`config.mk`:
```
export PLATFORM = sky130hd
export DESIGN_NAME = fetch_decode_stage
export DESIGN_NICKNAME = d
export VERILOG_FILES = /design/src/rtl/fetch_decode_stage.sv
export SDC_FILE = /design/constraint.sdc
export NUM_CORES = 1
export LEC_CHECK = 0
export ABC_AREA = 1
export CORE_MARGIN = 2
export CORE_UTILIZATION = 37
export CTS_CLUSTER_SIZE = 24
export DETAILED_ROUTE_END_ITERATION = 10
export GPL_ROUTABILITY_DRIVEN = 0
export GPL_TIMING_DRIVEN = 0
export MAX_ROUTING_LAYER = met4
export PLACE_DENSITY = 0.69
export SLEW_MARGIN = 20
export SYNTH_ARGS = -nofsm -noshare
export SYNTH_HDL_FRONTEND = slang
export SYNTH_SLANG_ARGS = --single-unit
```
`constraint.sdc`:
```
create_clock -name Clk -period 3.5 [get_ports Clk]
set_input_delay 0.35 -clock Clk [delete_from_list [all_inputs] [get_ports Clk]]
set_output_delay 0.35 -clock Clk [all_outputs]
set_load 0.05 [all_outputs]
```
`src/rtl/fetch_decode_stage.sv`:
```
// Instruction-fetch stage with IF/ID pipeline register.
// Supports a decode stall (hold) and a branch redirect that flushes IF/ID to a NOP bubble.
module fetch_decode_stage #(
    parameter logic [31:0] RESET_PC  = 32'h0000_0000,
    parameter logic [31:0] NOP_INSTR = 32'h0000_0000,
    parameter int          CNT_WIDTH = 32
) (
    input  logic                 Clk,
    input  logic                 Rst,
    input  logic                 Stall,
    input  logic                 PCSrc,
    input  logic [31:0]          BranchTarget,
    output logic [31:0]          IMemAddr,
    input  logic [31:0]          IMemData,
    output logic [31:0]          Instruction,
    output logic [31:0]          PCPlus4,
    output logic                 ValidID,
    output logic [CNT_WIDTH-1:0] FetchCount
);

    function automatic logic [31:0] word_align(input logic [31:0] addr);
        return {addr[31:2], 2'b00};
    endfunction

    function automatic logic [31:0] pc_inc(input logic [31:0] pc);
        return pc + 32'd4;
    endfunction

    logic [31:0]          r_pc_p0;
    logic [31:0]          r_instr_p1;
    logic [31:0]          r_pcplus4_p1;
    logic                 r_vld_p1;
    logic [CNT_WIDTH-1:0] r_cnt_p1;
    logic [31:0]          w_pc_plus4_p0;

    assign w_pc_plus4_p0 = pc_inc(r_pc_p0);

    // Fetch (p0): PC register; memory address comes from the PC alone
    assign IMemAddr = r_pc_p0;

    // IF/ID (p1): redirect beats stall; PCPlus4 and FetchCount keep their values on a flush
    always_ff @(posedge Clk or posedge Rst) begin
        if (Rst) begin
            r_pc_p0      <= RESET_PC;
            r_instr_p1   <= NOP_INSTR;
            r_pcplus4_p1 <= 32'h0000_0000;
            r_vld_p1     <= 1'b0;
            r_cnt_p1     <= '0;
        end else if (PCSrc) begin
            r_pc_p0    <= word_align(BranchTarget);
            r_instr_p1 <= NOP_INSTR;
            r_vld_p1   <= 1'b0;
        end else if (!Stall) begin
            r_pc_p0      <= w_pc_plus4_p0;
            r_instr_p1   <= IMemData;
            r_pcplus4_p1 <= w_pc_plus4_p0;
            r_vld_p1     <= 1'b1;
            r_cnt_p1     <= r_cnt_p1 + CNT_WIDTH'(1);
        end
    end

    assign Instruction = r_instr_p1;
    assign PCPlus4     = r_pcplus4_p1;
    assign ValidID     = r_vld_p1;
    assign FetchCount  = r_cnt_p1;

endmodule
```
Yosys cells after proc, flatten, opt, wreduce, memory -nomap -nowiden:

Cells that the tools add are included.

* bits in registers: 129
* bits of input ports: 68
* output and inout bits: 129
* logic and storage cells: 17

* $add $sub $neg: 2
* eq/ne operators: 1
* muxes and demuxes: 6
* bitwise gates (word level): 2
* reduce and logical (&&, ||, !) cells: 1

Operators by type and width (count)
* two-way mux 32 bit: 4
* adder 32 x 1 -> 32 bit (second input constant): 1
* adder 32 x 3 -> 32 bit (second input constant): 1
* two-way mux 1 bit: 2
* != test 2 x 1 -> 1 bit (second input constant): 1
* NOT 1 bit: 2
* AND reduction 2 bit: 1

Longest topological paths before layout:

* depth in word-level cells: 3
* depth in mapped cells: 9
* gate-level depth less buffers: 9

Worst setup path before layout:

No wires, ideal clock.

* path kind: register to register
* start: register r_pc_p0[3], in the netlist IMemAddr[3]
* end: register r_pc_p0[26], in the netlist IMemAddr[26]
* library setup time: 0.120 ns
* data arrival time: 1.742 ns
* required time: 3.380 ns
* slack: 1.638 ns
* cell stages (with the launch flop): 9
* buffers on the path: 0
* period minus slack after synthesis: 1.862 ns
* path through: dfrtp_1 > ha_1 > nand2_1 > nor2_1 > nand2_1 > nor2_1 > nand3_1 > nand3_1 > nand2_1

* longest elaborated chain between the ends: 3

RTL lines
* from (decl): RTL line 29 `logic [31:0] r_pc_p0;`
* from (signal assigned): RTL line 50 `r_pc_p0 <= word_align(BranchTarget);`
* from (signal assigned): RTL line 54 `r_pc_p0 <= w_pc_plus4_p0;`
* adder 32 x 3 -> 32 bit: RTL line 26 `return pc + 32'd4;`
* two-way mux 32 bit: RTL line 53 `end else if (!Stall) begin`
* two-way mux 32 bit: RTL line 49 `end else if (PCSrc) begin`

Every way passes these cells. The select of a mux whose other input is x is not followed.
A chain may end at the register's enable or synchronous reset.

Worst setup path after layout:

* start: register r_cnt_p1[19], in the netlist FetchCount[19]
* end: output port FetchCount[19]

RTL lines
* from (decl): RTL line 33 `logic [CNT_WIDTH-1:0] r_cnt_p1;`
* from (signal assigned): RTL line 58 `r_cnt_p1 <= r_cnt_p1 + CNT_WIDTH'(1);`
* to (decl): RTL line 18 `output logic [CNT_WIDTH-1:0] FetchCount`

No word-level cell between the ends.

==> results_dict.tcl <==
set metrics [dict create \
    crit_chain "clkdlybuf4s50_1" \
    required_ns 3.15 \
    tns_ns 0 \
    vias_per_cell 4.68 \
    syn2layout_area_growth_pct 47.5 \
    cts-root-buf "clkbuf_16" \
    synth.distinct_cells 24 \
    fin_crit_ns 2.11 \
    final_layout_size_suffix_gt1_share_pct 5.32 \
    status "completed" \
    worst_hold_path_type "in2async" \
    synth_largest_type_area_fraction_pct 52.1 \
    row_count 46 \
    hold_viol 0 \
    maxSlewHeadroom_pct 60.4 \
    ys.flop_type "dfrtp_1" \
    critical-path-top-delay-family "buffers and inverters" \
    power.internal_mw 3.17 \
    hpwl_mm 13.2 \
    antenna_left 0 \
    port_buffers 190 \
    pwr-share-comb_pct 27.0 \
    wl_met1_mm 7.86 \
    ctsHtreeMaxLevel 4 \
    grt_max_degree 33 \
    nets 1036 \
    rsz0062_at_grt "no" \
    skew_ns 0.00970 \
    synthAdderAreaFrac_pct 0.417 \
    r2r-end "IMemAddr[22]" \
    reg2reg_slack_ns 1.63 \
    first_global_vias 5472 \
    yosys.area_share.simple_pct 30.0 \
    worst_slew_pin_slew_ns 0.595 \
    wl_per_cell_um 14.7 \
    synth_common_cells "274 x nand2_1, 125 x dfrtp_1, 79 x inv_1" \
    first_pass_iters 5 \
    maxCapViolations 0 \
    p_seq_share_pct 36.4 \
    crit_buf_inv 1 \
    routed.top_layer "met4" \
    netlist_top_cells_area "dfrtp_1 52%, nand2_1 17%, nand3_1 5.7%, inv_1 4.9%, a22o_1 4.7%" \
    syn-instance-count 750 \
    hold_buffers 0 \
    grt-ovfl-total 0 \
    pwr_density_cell_nw_per_um2 541 \
    yosysSeqAreaShare_pct 52.1 \
    fmax_mhz 475 \
    clock_sinks 125 \
    place_ws_ns 1.27 \
    cts_resized 0 \
    synth_edf_count 0 \
    clkLatencyLatePin_ns 0.41 \
    yosys_warnings 0 \
    clock_path_buffers 2 \
    period_share_pct 60.2 \
    io_pins 197 \
    vias 5589 \
    syn_area_per_cell_um2 8.01 \
    dieArea_um2 17300 \
    synth_area_um2 6010 \
    synth.most_common_cell "nand2_1" \
    n_antenna_cell 0 \
    met2_length_mm 8.37 \
    startpoint "FetchCount[19]" \
    post_cts_buffers 0 \
    die_w_um 131 \
    path_class "reg2out" \
    holdWs_ns 0.232 \
    fin_area_um2 8860 \
    endpoint_kind "primary output" \
    setup_viol 0 \
    ys_async_sr_fraction_pct 100 \
    crit_slowest_cell "clkdlybuf4s50_1" \
    worstRegToRegCells 8 \
    cp_data_arrival_time_ns 1.76 \
    max_stage_delay_ns 0.86 \
    setup_ws_ns 1.39 \
    ys_ff_latch 125 \
    synth_xor_area_share_pct 2.92 \
    grt_usage_pct 21.4 \
    synth_compound_area_share_pct 7.67 \
    critPathMaxFanout 6 \
    grt_pass1_wl_mm 28.5 \
    initial_core_util_pct 37.8 \
    grt_antenna_before_repair 0 \
    clkTransAtPathRegs_ns 0.05 \
    clkPwrFrac_pct 36.6 \
    synth_top_family_by_area "simple AND/OR/NAND/NOR gates" \
    dpl_cell_area_um2 8270 \
    p_sw_share_pct 33.7 \
    route.met3.wl_mm 1.03 \
    first_iter_violations 351 \
    core_area_um2 15900 \
    leakagePower_nw 4.22 \
    drcViolationCount 0 \
    numCtsBuffers 17 \
    cts_tree "built" \
    drv_slew 0 \
    drt-total-wl_mm 17.5 \
    ir_worst_vdd_mv 0.355 \
    dieHeight_um 131 \
    start_kind "register" \
    yosysTopAreaCell "dfrtp_1" \
    r2r_start "IMemAddr[3]" \
    synthMuxAreaShare_pct 0 \
    p_sw_mw 1.62 \
]
==> power groups by stage <==
stage               sequential, mW  clock, mW  combinational [mW]
floorplan                     2.27          0               0.285
global placement              1.77          0                1.28
detailed placement            1.76          0                1.30
CTS                           1.74       1.78                1.30
global route                  1.77       1.84                1.37
finish                        1.74       1.75                1.29
==> how the worst max path moves through the flow <==
stage	to	cells after the start
CTS	FetchCount[19]	1
global placement	Instruction[11]	2
floorplan	FetchCount[0]	1
finish	FetchCount[19]	1
detailed placement	FetchCount[30]	8
global route	FetchCount[19]	1
==> routing by layer <==
metal,GRT usage [%],vias up
met5,-,-
met3,5.67,22
met1,27.5,2576
li1,-,2807
met2,33.7,184
met4,5.86,0
==> layout by cell type, fill, tap and decap left out, drive strengths merged <==
cell           netlist  final
nand2              275    275
clkdlybuf4s50        0    190
dfrtp              125    125
inv                 79     78
nor2                72     72
nand3               68     68
clkbuf              12     36
a22o                32     32
o21ai               20     20
buf                 12     16
xor2                13     13
nand4                8      8
xnor2                7      7
o21bai               6      6
clkinv               0      5
nor3                 5      5
nand3b               4      4
a21oi                4      4
conb                 1      4
and2                 3      3
o211ai               2      2
ha                   2      2
bufinv               0      2
clkinvlp             0      1
==> cells by family (layout without fill, tap and decap cells) <==
family                     Yosys count  in the layout
AOI/OAI and AO/OA                   64             64
xor gates and xnor gates            20             20
adders and majority gates            2              2
buffers and inverters              103            328
DFF                                125            125
other                                1              4
and+or+nand+nor                    435            435
==> sequential cells by signal (all words and copies together), names as in the netlist <==
signal / flops
IMemAddr: 30
Instruction: 32
PCPlus4: 30
FetchCount: 32
ValidID: 1
==> area by class of cell <==
| class | instances | area [um2] |
|---|---|---|
| clock buffer | 24 | 502 |
| inverter | 79 | 300 |
| multi-input combinational | 525 | 2470 |
| clock inverter | 7 | 85.1 |
| tap | 216 | 270 |
| buffer | 24 | 118 |
| sequential | 125 | 3130 |
| fill | 1495 | 7030 |
| timing repair buffer | 194 | 1980 |
==> metrics by stage <==
stage / utilization, % / instances / total power, mW
floorplan: - / 753 / 2.56
global placement: 51.6 / 1159 / 3.04
detailed placement: 52.1 / 1163 / 3.07
CTS: 55.8 / 1194 / 4.83
global route: 55.8 / 1194 / 4.98
finish: 55.8 / 1194 / 4.79
Note: power is estimated with default switching activity, not from simulation.
